## config.mk

```make
export PLATFORM = sky130hd
export DESIGN_NAME = rx_huge_pages_ring_flat
export DESIGN_NICKNAME = d
export VERILOG_FILES = /design/src/rtl/pcie_tlp_pkg.sv /design/src/rtl/rx_huge_pages_ring_if.sv /design/src/rtl/tlp_mwr_2dw_parser.sv /design/src/rtl/rx_huge_pages_ring.sv /design/src/flat_wrapper.sv
export SDC_FILE = /design/constraint.sdc
export NUM_CORES = 1
export LEC_CHECK = 0
export ABC_AREA = 1
export ABC_CLOCK_PERIOD_IN_PS = 7650
export CAP_MARGIN = 20
export CORE_ASPECT_RATIO = 0.6
export CORE_MARGIN = 2
export CORE_UTILIZATION = 50
export DETAILED_ROUTE_END_ITERATION = 12
export GPL_TIMING_DRIVEN = 1
export PLACE_DENSITY = 0.91
export SKIP_LAST_GASP = 1
export SYNTH_ARGS = -nofsm -noshare
export SYNTH_HDL_FRONTEND = slang
export SYNTH_SLANG_ARGS = --single-unit
```

## constraint.sdc

```tcl
create_clock -name trn_clk -period 7.65 [get_ports trn_clk]
set_clock_uncertainty 0.15 [all_clocks]
set_input_delay 1.53 -clock trn_clk [delete_from_list [all_inputs] [get_ports trn_clk]]
set_output_delay 1.53 -clock trn_clk [all_outputs]
set_load 0.1 [all_outputs]
```

## src/rtl/pcie_tlp_pkg.sv

```systemverilog
// rtl/pcie_tlp_pkg.sv - shared PCIe TLP constants, beat-0 field positions and byte swap
package pcie_tlp_pkg;

  localparam logic [6:0] MWR32_FMT_TYPE = 7'b10_00000;
  localparam logic [6:0] MWR64_FMT_TYPE = 7'b11_00000;

  // Field LSBs within TRN beat 0: header DW0 in [63:32], DW1 in [31:0]
  localparam int FMT_TYPE_LSB = 56;
  localparam int LEN_LSB      = 32;
  localparam int LAST_BE_LSB  = 4;
  localparam int FIRST_BE_LSB = 0;

  typedef enum logic [1:0] {
    S_IDLE,
    S_B1,
    S_B2,
    S_DISCARD
  } mwr_state_e;

  function automatic logic [31:0] bswap32(input logic [31:0] d);
    return {d[7:0], d[15:8], d[23:16], d[31:24]};
  endfunction

endpackage

```

## src/rtl/rx_huge_pages_ring_if.sv

```systemverilog
// rtl/rx_huge_pages_ring_if.sv - TRN RX local-link bundle
interface rx_huge_pages_ring_if;
  logic [63:0] trn_rd;
  logic [7:0]  trn_rrem_n;
  logic        trn_rsof_n;
  logic        trn_reof_n;
  logic        trn_rsrc_rdy_n;
  logic        trn_rsrc_dsc_n;
  logic        trn_rdst_rdy_n;
  logic [6:0]  trn_rbar_hit_n;

  modport master (
    output trn_rd, trn_rrem_n, trn_rsof_n, trn_reof_n,
    output trn_rsrc_rdy_n, trn_rsrc_dsc_n, trn_rdst_rdy_n, trn_rbar_hit_n
  );

  modport slave (
    input trn_rd, trn_rrem_n, trn_rsof_n, trn_reof_n,
    input trn_rsrc_rdy_n, trn_rsrc_dsc_n, trn_rdst_rdy_n, trn_rbar_hit_n
  );
endinterface

```

## src/rtl/tlp_mwr_2dw_parser.sv

```systemverilog
// rtl/tlp_mwr_2dw_parser.sv - parses 2-DW memory writes into an indexed 64-bit slot window
module tlp_mwr_2dw_parser
  import pcie_tlp_pkg::*;
#(
  parameter int          NUM_SLOTS   = 4,
  parameter int          IDX_W       = 2,
  parameter logic [11:0] BASE_OFFSET = 12'h040,
  parameter int          BAR_SEL     = 0
) (
  input  logic                 clk,
  input  logic                 rst_n,
  rx_huge_pages_ring_if.slave  rx,
  output logic                 commit,
  output logic [IDX_W-1:0]     slot,
  output logic [63:0]          data
);

  mwr_state_e       state_q, state_d;
  logic             is_4dw_q, is_4dw_d;
  logic [IDX_W-1:0] slot_q, slot_d;
  logic [31:0]      dw0_q, dw0_d;

  logic        beat, sof, eof, hdr_ok, addr_ok;
  logic [6:0]  fmt_type;
  logic [31:0] b1_addr, raw_dw0, raw_dw1;
  logic [11:0] off;
  logic        unused_bits;

  assign beat     = !rx.trn_rsrc_rdy_n && !rx.trn_rdst_rdy_n;
  assign sof      = !rx.trn_rsof_n;
  assign eof      = !rx.trn_reof_n;
  assign fmt_type = rx.trn_rd[FMT_TYPE_LSB +: 7];
  assign hdr_ok   = !rx.trn_rbar_hit_n[BAR_SEL]
                  && (fmt_type == MWR32_FMT_TYPE || fmt_type == MWR64_FMT_TYPE)
                  && rx.trn_rd[LEN_LSB +: 10] == 10'd2
                  && rx.trn_rd[FIRST_BE_LSB +: 4] == 4'hF
                  && rx.trn_rd[LAST_BE_LSB +: 4] == 4'hF;

  // Only the BAR-relative low 12 bits select a slot; upper address bits are don't-care
  assign b1_addr = is_4dw_q ? rx.trn_rd[31:0] : rx.trn_rd[63:32];
  assign off     = b1_addr[11:0] - BASE_OFFSET;
  assign addr_ok = (b1_addr[11:0] >= BASE_OFFSET) && (b1_addr[2:0] == 3'b000)
                && (off[11:3] < 9'(NUM_SLOTS));

  assign raw_dw0 = is_4dw_q ? rx.trn_rd[63:32] : dw0_q;
  assign raw_dw1 = is_4dw_q ? rx.trn_rd[31:0]  : rx.trn_rd[63:32];
  assign data    = {bswap32(raw_dw1), bswap32(raw_dw0)} & ~64'hFFF;
  assign slot    = slot_q;

  assign unused_bits = ^{b1_addr[31:12], off[2:0], rx.trn_rrem_n};

  always_comb begin
    state_d  = state_q;
    is_4dw_d = is_4dw_q;
    slot_d   = slot_q;
    dw0_d    = dw0_q;
    commit   = 1'b0;
    if (!rx.trn_rsrc_dsc_n) begin
      state_d = S_IDLE;
    end else if (beat) begin
      case (state_q)
        S_IDLE: begin
          if (sof) begin
            if (eof) begin
              state_d = S_IDLE;
            end else if (hdr_ok) begin
              state_d  = S_B1;
              is_4dw_d = fmt_type[5];
            end else begin
              state_d = S_DISCARD;
            end
          end
        end
        S_B1: begin
          if (eof) begin
            state_d = S_IDLE;
          end else if (addr_ok) begin
            state_d = S_B2;
            slot_d  = off[IDX_W+2:3];
            dw0_d   = rx.trn_rd[31:0];
          end else begin
            state_d = S_DISCARD;
          end
        end
        S_B2: begin
          state_d = eof ? S_IDLE : S_DISCARD;
          commit  = eof;
        end
        S_DISCARD: begin
          if (eof) state_d = S_IDLE;
        end
        default: state_d = S_IDLE;
      endcase
    end
  end

  always_ff @(posedge clk or negedge rst_n) begin
    if (!rst_n) begin
      state_q  <= S_IDLE;
      is_4dw_q <= 1'b0;
      slot_q   <= '0;
      dw0_q    <= '0;
    end else begin
      state_q  <= state_d;
      is_4dw_q <= is_4dw_d;
      slot_q   <= slot_d;
      dw0_q    <= dw0_d;
    end
  end

endmodule

```

## src/rtl/rx_huge_pages_ring.sv

```systemverilog
// rtl/rx_huge_pages_ring.sv - ring of host huge-page base addresses posted through BAR0 writes
module rx_huge_pages_ring
  import pcie_tlp_pkg::*;
#(
  parameter int          NUM_PAGES   = 4,
  parameter int          IDX_W       = 2,
  parameter logic [11:0] BASE_OFFSET = 12'h040,
  parameter int          BAR_SEL     = 0
) (
  input  logic                      trn_clk,
  input  logic                      trn_reset_n,
  rx_huge_pages_ring_if.slave       rx,
  output logic [64*NUM_PAGES-1:0]   page_addr_flat,
  output logic [NUM_PAGES-1:0]      page_ready,
  output logic [63:0]               cur_page_addr,
  output logic [IDX_W-1:0]          cur_page_idx,
  output logic                      cur_page_valid,
  input  logic                      page_done,
  output logic [IDX_W:0]            ready_count,
  output logic                      overrun_err
);

  logic [63:0]          addr_q [NUM_PAGES];
  logic [NUM_PAGES-1:0] ready_q, ready_rel;
  logic [IDX_W-1:0]     rd_ptr_q;
  logic [IDX_W:0]       count_q;
  logic                 overrun_q;

  logic             commit, commit_ok, rel;
  logic [IDX_W-1:0] slot;
  logic [63:0]      data;

  tlp_mwr_2dw_parser #(
    .NUM_SLOTS   (NUM_PAGES),
    .IDX_W       (IDX_W),
    .BASE_OFFSET (BASE_OFFSET),
    .BAR_SEL     (BAR_SEL)
  ) u_parser (
    .clk    (trn_clk),
    .rst_n  (trn_reset_n),
    .rx     (rx),
    .commit (commit),
    .slot   (slot),
    .data   (data)
  );

  assign cur_page_valid = ready_q[rd_ptr_q];
  assign rel            = page_done && cur_page_valid;

  // Release is applied before the commit check, so a slot freed this cycle can be refilled at once
  always_comb begin
    ready_rel = ready_q;
    if (rel) ready_rel[rd_ptr_q] = 1'b0;
  end

  assign commit_ok = commit && !ready_rel[slot];

  always_ff @(posedge trn_clk or negedge trn_reset_n) begin
    if (!trn_reset_n) begin
      for (int k = 0; k < NUM_PAGES; k++) addr_q[k] <= '0;
      ready_q   <= '0;
      rd_ptr_q  <= '0;
      count_q   <= '0;
      overrun_q <= 1'b0;
    end else begin
      if (rel) rd_ptr_q <= rd_ptr_q + 1'b1;
      if (commit_ok) addr_q[slot] <= data;
      if (commit && ready_rel[slot]) overrun_q <= 1'b1;
      ready_q <= ready_rel | (commit_ok ? (NUM_PAGES'(1) << slot) : '0);
      if (commit_ok && !rel) count_q <= count_q + 1'b1;
      else if (rel && !commit_ok) count_q <= count_q - 1'b1;
    end
  end

  for (genvar k = 0; k < NUM_PAGES; k++) begin : g_flat
    assign page_addr_flat[64*k +: 64] = addr_q[k];
  end

  assign page_ready    = ready_q;
  assign cur_page_addr = addr_q[rd_ptr_q];
  assign cur_page_idx  = rd_ptr_q;
  assign ready_count   = count_q;
  assign overrun_err   = overrun_q;

endmodule
```

## src/flat_wrapper.sv

```systemverilog
// flat-port wrapper written by rule: the top's interface ports become plain ports
module rx_huge_pages_ring_flat import pcie_tlp_pkg::*;
#(
  parameter int          NUM_PAGES   = 4,
  parameter int          IDX_W       = 2,
  parameter logic [11:0] BASE_OFFSET = 12'h040,
  parameter int          BAR_SEL     = 0
)
  (trn_clk, trn_reset_n, page_addr_flat, page_ready, cur_page_addr, cur_page_idx, cur_page_valid, page_done, ready_count, overrun_err, rx_trn_rd, rx_trn_rrem_n, rx_trn_rsof_n, rx_trn_reof_n, rx_trn_rsrc_rdy_n, rx_trn_rsrc_dsc_n, rx_trn_rdst_rdy_n, rx_trn_rbar_hit_n);
  rx_huge_pages_ring_if rx_i ();
  input  logic trn_clk;
  input  logic trn_reset_n;
  output logic [64*NUM_PAGES-1:0] page_addr_flat;
  output logic [NUM_PAGES-1:0] page_ready;
  output logic [63:0] cur_page_addr;
  output logic [IDX_W-1:0] cur_page_idx;
  output logic cur_page_valid;
  input  logic page_done;
  output logic [IDX_W:0] ready_count;
  output logic overrun_err;
  input wire logic [$bits(rx_i.trn_rd)-1:0] rx_trn_rd;
  input wire logic [$bits(rx_i.trn_rrem_n)-1:0] rx_trn_rrem_n;
  input wire logic [$bits(rx_i.trn_rsof_n)-1:0] rx_trn_rsof_n;
  input wire logic [$bits(rx_i.trn_reof_n)-1:0] rx_trn_reof_n;
  input wire logic [$bits(rx_i.trn_rsrc_rdy_n)-1:0] rx_trn_rsrc_rdy_n;
  input wire logic [$bits(rx_i.trn_rsrc_dsc_n)-1:0] rx_trn_rsrc_dsc_n;
  input wire logic [$bits(rx_i.trn_rdst_rdy_n)-1:0] rx_trn_rdst_rdy_n;
  input wire logic [$bits(rx_i.trn_rbar_hit_n)-1:0] rx_trn_rbar_hit_n;
  assign rx_i.trn_rd = rx_trn_rd;
  assign rx_i.trn_rrem_n = rx_trn_rrem_n;
  assign rx_i.trn_rsof_n = rx_trn_rsof_n;
  assign rx_i.trn_reof_n = rx_trn_reof_n;
  assign rx_i.trn_rsrc_rdy_n = rx_trn_rsrc_rdy_n;
  assign rx_i.trn_rsrc_dsc_n = rx_trn_rsrc_dsc_n;
  assign rx_i.trn_rdst_rdy_n = rx_trn_rdst_rdy_n;
  assign rx_i.trn_rbar_hit_n = rx_trn_rbar_hit_n;
  rx_huge_pages_ring #(.NUM_PAGES(NUM_PAGES), .IDX_W(IDX_W), .BASE_OFFSET(BASE_OFFSET), .BAR_SEL(BAR_SEL)) u_core (.trn_clk(trn_clk), .trn_reset_n(trn_reset_n), .rx(rx_i), .page_addr_flat(page_addr_flat), .page_ready(page_ready), .cur_page_addr(cur_page_addr), .cur_page_idx(cur_page_idx), .cur_page_valid(cur_page_valid), .page_done(page_done), .ready_count(ready_count), .overrun_err(overrun_err));
endmodule
```

==> results_dict.tcl, run 1 <==
set metrics [dict create \
    status "complete, no violations" \
    rows 45 \
    areaGrowthSynthToFinish_pct 32.3 \
    drive_gt1_share_pct 4.10 \
    ys_seq_area_share_pct 48.0 \
    port_buffers 343 \
    coreArea_um2 25100 \
    cts_resized 0 \
    cp_cell_sequence "clkinv_2 -> buf_4 -> o21ai_0 -> o22ai_1 -> clkdlybuf4s50_1" \
    synth_enable_flop_cells 0 \
    cts_max_path_buffers 3 \
    p_leak_uw 0.00818 \
    min_period_over_period_pct 71.0 \
    synth_top_area_cell "dfrtp_1" \
    drc 0 \
    fin_setup_tns_ns 0 \
    drv_cap 0 \
    initial_utilization_pct 50.5 \
    crit_path_end_kind "output pin" \
    relSlewSlack_pct 23.0 \
    synthCells 1637 \
    grt-ovfl-total 0 \
    clk_pin_slew_ns 0.07 \
    ir_drop_v 0.000207 \
    die_area_um2 26700 \
    cts_tree "built" \
    layout_commonest_cell "nand2_1" \
    hold_buffers 0 \
    grt_pass1_vias 12480 \
    firstDrtPassIters 6 \
    ys_warn_count 0 \
    grt_use_met2_pct 53.6 \
    hold_path.class "register to register" \
    met3_usage_pct 7.67 \
    ys_seq_elements 243 \
    die_x_um 210 \
    synth_top_area_share_pct 48.0 \
    rsz0062_at_grt "no" \
    cts-htree-levels 1 \
    io_pins 418 \
    worst_slew_pin_slew_ns 1.15 \
    routed_via_density 5.94 \
    power_uw 3980 \
    worstSetupPathType "register to output pin" \
    dieHeight_um 127 \
    cts_setup_buffers 0 \
    crit_slowest_cell "clkdlybuf4s50_1" \
    ys_types 30 \
    fin_nets 1980 \
    grt_pass1_wl_um 69900 \
    worstPathRequired_ns 5.97 \
    nFillCells 1954 \
    most-common-layout-cells "546 x nand2_1, 342 x clkdlybuf4s50_1, 240 x dfrtp_1" \
    grt_max_degree 131 \
    place.gp.congestion 0.874 \
    drt-total-wl_um 45700 \
    globalRouteTotalUtil_pct 33.4 \
    ys.flop_type "dfrtp_1" \
    fin_crit_ns 5.43 \
    ys_async_sr_fraction_pct 100 \
    critPathArrivalTime_ns 3.75 \
    cts_buffers 24 \
    vias 13258 \
    fmax_mhz 184 \
    finalMaxSlewViolations 0 \
    first_iter_violations 1443 \
    clkLatencyLatePin_ns 0.51 \
    antenna_found_initial 3 \
    dp_hpwl_um 29300 \
    setup_viol 0 \
    grt_busiest_layer "met2" \
    power.density_nw_per_um2 238 \
    synth_area_um2 12700 \
    startpoint_type "register" \
    cts.sinks 243 \
    clock-root-buffer "clkbuf_16" \
    synth.area.top_cells "dfrtp_1 48%, nand2_1 16%, nand4_1 11%" \
    crit_path_max_incr_delay_ns 1.22 \
    grt_use_met1_pct 46.4 \
    wl_per_cell_um 20.5 \
    finalHoldViolCount 0 \
    syn_area_per_cell_um2 7.74 \
    detail-route-antenna-nets 0 \
    crit_fanout 72 \
]
[cell families (layout without fill, tap and decap cells)]
logic type                 after synthesis  in the layout  share of synthesized area (%)
xor gates and xnor gates                 3              3                          0.207
buffers and inverters                  256            463                           9.90
DFF                                    243            243                           48.0
AOI/OAI and AO/OA                      223            223                           9.33
muxes                                    1              1                         0.0889
other                                    1             61                         0.0296
and+or+nand+nor                        904            904                           31.8
adders and majority gates                6              6                          0.652
[power by group]
| group | internal [uW] | switching, uW |
|---|---|---|
| Clock | 737 | 510 |
| Sequential | 1360 | 84.6 |
| Combinational | 245 | 1040 |
[critical path, delay by kind of cell (launching register included)]
family / cells / cell delay, ns
flops: 1 / 0.47
buf+inv: 3 / 2.40
compound gates: 2 / 0.34
[synthesized netlist by cell type, types with 5 or more instances]
library cell	number
nand2_1	546
dfrtp_1	243
nand4_1	218
o21ai_0	168
nor2_1	112
clkbuf_1	77
buf_4	61
inv_1	56
buf_2	52
o22ai_1	52
nand3_1	11
buf_1	5
ha_1	5
inv_2	5
nor3_1	5
[sequential cells by signal, indices dropped and copies added, names as in the netlist]
register and count:
u_core.u_parser.state_q 2, u_core.u_parser.is_4dw_q 1, u_core.overrun_err 1, u_core.u_parser.slot 2, u_core.ready_count 3, u_core.page_ready 4, u_core.u_parser.dw0_q 20, u_core.cur_page_idx 2
u_core.page_addr_flat 208
[through the flow]
step / cells / instance area, um2 / utilization, % / hold WS [ns] / worst slack (ns)
2_1_floorplan: 1696 / 12900 / - / 0.303 / 2.59
3_3_place_gp: 2188 / 15900 / 63.2 / 0.316 / 2.42
3_5_place_dp: 2189 / 15900 / 63.4 / 0.325 / 2.28
4_1_cts: 2231 / 16700 / 66.7 / 0.341 / 1.74
5_1_grt: 2233 / 16800 / 66.7 / 0.347 / 2.03
6_report: 2233 / 16800 / 66.7 / 0.341 / 2.22
[area by class of cell]
class / count / area [um2] / area share [%]
Antenna cell: 1 / 2.50 / 0.0149
Clock buffer: 32 / 692 / 4.13
Clock inverter: 10 / 136 / 0.814
Inverter: 61 / 230 / 1.37
Multi-Input combinational cell: 1197 / 5590 / 33.4
Sequential cell: 243 / 6090 / 36.3
Tap cell: 329 / 412 / 2.46
Timing Repair Buffer: 360 / 3610 / 21.5
[per-layer routing]
metal / vias up / part of all wire [%]
met5: - / 0.028
met4: 2 / 2.2
met3: 99 / 11
met2: 870 / 46
met1: 6386 / 41
li1: 5901 / -
[final timing paths]
kind	from	end	slack, ns	cells after the start
min	u_core.u_parser.dw0_q[7]	u_core.u_parser.dw0_q[7]	0.34	2
min in group asynchronous	trn_reset_n	u_core.page_addr_flat[125]	0.90	1
max reg2reg	u_core.cur_page_idx[1]	u_core.page_addr_flat[241]	2.83	11
min reg2reg	u_core.u_parser.dw0_q[7]	u_core.u_parser.dw0_q[7]	0.34	2
max	u_core.cur_page_idx[0]	cur_page_addr[36]	2.22	5
max in group asynchronous	trn_reset_n	u_core.page_addr_flat[162]	5.23	2
Power figures use the tool's default switching activity.
==> inputs of run 2 (changes only) <==
--- a/config.mk
+++ b/config.mk
@@ -6,14 +6,14 @@
 export NUM_CORES = 1
 export LEC_CHECK = 0
 export ABC_AREA = 1
-export ABC_CLOCK_PERIOD_IN_PS = 7650
+export ABC_CLOCK_PERIOD_IN_PS = 4950
 export CAP_MARGIN = 20
 export CORE_ASPECT_RATIO = 0.6
 export CORE_MARGIN = 2
-export CORE_UTILIZATION = 50
+export CORE_UTILIZATION = 42
 export DETAILED_ROUTE_END_ITERATION = 12
 export GPL_TIMING_DRIVEN = 1
-export PLACE_DENSITY = 0.91
+export PLACE_DENSITY = 0.82
 export SKIP_LAST_GASP = 1
 export SYNTH_ARGS = -nofsm -noshare
 export SYNTH_HDL_FRONTEND = slang
==> constraint.sdc (replaced) <==
create_clock -name trn_clk -period 4.95 [get_ports trn_clk]
set_clock_uncertainty 0.15 [all_clocks]
set_input_delay 0.99 -clock trn_clk [delete_from_list [all_inputs] [get_ports trn_clk]]
set_output_delay 0.99 -clock trn_clk [all_outputs]
set_load 0.1 [all_outputs]
==> run 2 against run 1 <==
Against the previous run: wire length grew 1.9%; cell count up 4.3%; setup slack worse by 1.3 ns; global-route usage decreased by 4.9 points; register-to-register slack lost 1.4 ns; utilization down 10 points; worst hold slack got worse by 0.035 ns; total power grew 57%; critical endpoint is now cur_page_addr[44].
==> results_dict.tcl, run 2 (synthesis gave the netlist of run 1 again) <==
set metrics [dict create \
    design_area_um2 16800 \
    drive_gt1_share_pct 7.42 \
    wl_per_cell_um 20.0 \
    p_leak_uw 0.00836 \
    fmax_mhz 248 \
    cts_setup_buffers 0 \
    fin_nets 1988 \
    hold_path.class "input pin to async pin" \
    cts_max_path_buffers 3 \
    dpl-instance-area_um2 15900 \
    cp_cell_sequence "inv_2 -> buf_4 -> o21ai_0 -> o22ai_1 -> buf_4" \
    clock-root-buffer "clkbuf_16" \
    cts_tree "built" \
    finalHoldViolCount 0 \
    crit_fanout 29 \
    antenna_found_initial 9 \
    grt-ovfl-total 0 \
    power_uw 6260 \
    relSlewSlack_pct 25.8 \
    ir_drop_v 0.000252 \
    die_area_um2 31600 \
    hold_buffers 0 \
    rows 49 \
    status "complete, no violations" \
    fin_crit_ns 4.04 \
    first_iter_violations 1425 \
    grt_max_degree 128 \
    worst_slew_pin_slew_ns 1.10 \
    power.density_nw_per_um2 371 \
    crit_path_end_kind "output pin" \
    crit_buf_inv 3 \
    cpMostUsedCell "buf_4" \
    cts_buffers 25 \
    port_buffers 343 \
    most-common-layout-cells "546 x nand2_1, 289 x clkdlybuf4s50_1, 240 x dfrtp_1" \
    firstDrtPassIters 5 \
    areaGrowthSynthToFinish_pct 33.0 \
    initial_utilization_pct 42.5 \
    cp.depth 5 \
    vias 13076 \
    die_x_um 228 \
    path_delay_family "buffers and inverters" \
    rsz0062_at_grt "no" \
    clkLatencyLatePin_ns 0.53 \
    io_pins 418 \
    drc 0 \
    routed_via_density 5.61 \
    dieHeight_um 139 \
    crit_slowest_cell "dfrtp_2" \
    largest_register_ffs 208 \
    rr_worst_depth 11 \
    drt-total-wl_um 46600 \
    grt_pass1_wl_um 71600 \
    fin_setup_tns_ns 0 \
    drv_cap 0 \
    cts.sinks 243 \
    worstSetupPathType "register to output pin" \
    cts_resized 0 \
    grt_pass1_vias 12239 \
    startpoint_type "register" \
    setup_viol 0 \
    layout_commonest_cell "nand2_1" \
    worstPathRequired_ns 3.81 \
    critPathArrivalTime_ns 2.90 \
    cts-htree-levels 1 \
    min_period_over_period_pct 81.5 \
    place.gp.congestion 0.871 \
    detail-route-antenna-nets 0 \
    dp_hpwl_um 31300 \
    finalMaxSlewViolations 0 \
    coreArea_um2 29800 \
    globalRouteTotalUtil_pct 28.5 \
    crit_path_max_incr_delay_ns 0.63 \
    clk_pin_slew_ns 0.07 \
]
run 2: path summary, 6_finish.rpt:
path	start	to	slack, ns
min in group trn_clk	u_core.u_parser.dw0_q[3]	u_core.u_parser.dw0_q[3]	0.34
max reg2reg	u_core.cur_page_idx[1]	u_core.page_addr_flat[15]	1.45
max	u_core.cur_page_idx[1]	cur_page_addr[44]	0.91
min reg2reg	u_core.u_parser.dw0_q[3]	u_core.u_parser.dw0_q[3]	0.34
min	trn_reset_n	u_core.page_addr_flat[186]	0.31
max in group asynchronous	trn_reset_n	u_core.page_addr_flat[40]	3.14
run 2: final cells by class:
cell class	count	area [um2]
diodes	7	17.5
multi-input cells	1197	5590
fillers	2678	12900
clock buffers	32	702
flip-flops and latches	243	6090
well taps	408	510
inverters	61	230
clock inverters	14	185
repair buffers	367	3520
run 2: per-stage QoR:
stage | util (%) | cells | hold slack, ns | setup WS, ns
after floorplan | - | 1696 | 0.303 | 0.426
after global placement | 53.5 | 2276 | 0.316 | 1.24
after detailed placement | 53.5 | 2276 | 0.323 | 1.26
after CTS | 56.5 | 2322 | 0.340 | 0.907
after global routing | 56.5 | 2329 | 0.348 | 0.766
final | 56.5 | 2329 | 0.306 | 0.915
run 2: per-layer routing:
metal | track usage, % | share of wire [%] | wire length [um]
met1 | 40.0 | 42 | 19800
met2 | 45.0 | 46 | 21400
met3 | 6.15 | 9.2 | 4270
met4 | 7.67 | 2.5 | 1150
met5 | 0 | 0.071 | 33
run 2: worst register-to-register path, cell delays in order (launching register included):
cell     delay, ns
dfrtp_2       0.63
inv_2         0.53
ha_1          0.27
nand4_1       0.14
nand3_1       0.11
nand2_1       0.11
nor2_4        0.23
buf_4         0.49
nand3_2       0.14
buf_4         0.32
nand2_1       0.20
nand2_1       0.06
run 2: where the power goes:
part	total [uW]	internal (uW)	switching, uW
clock network	2050	1220	829
logic	1970	367	1600
registers	2240	2110	131
total	6260	3690	2560
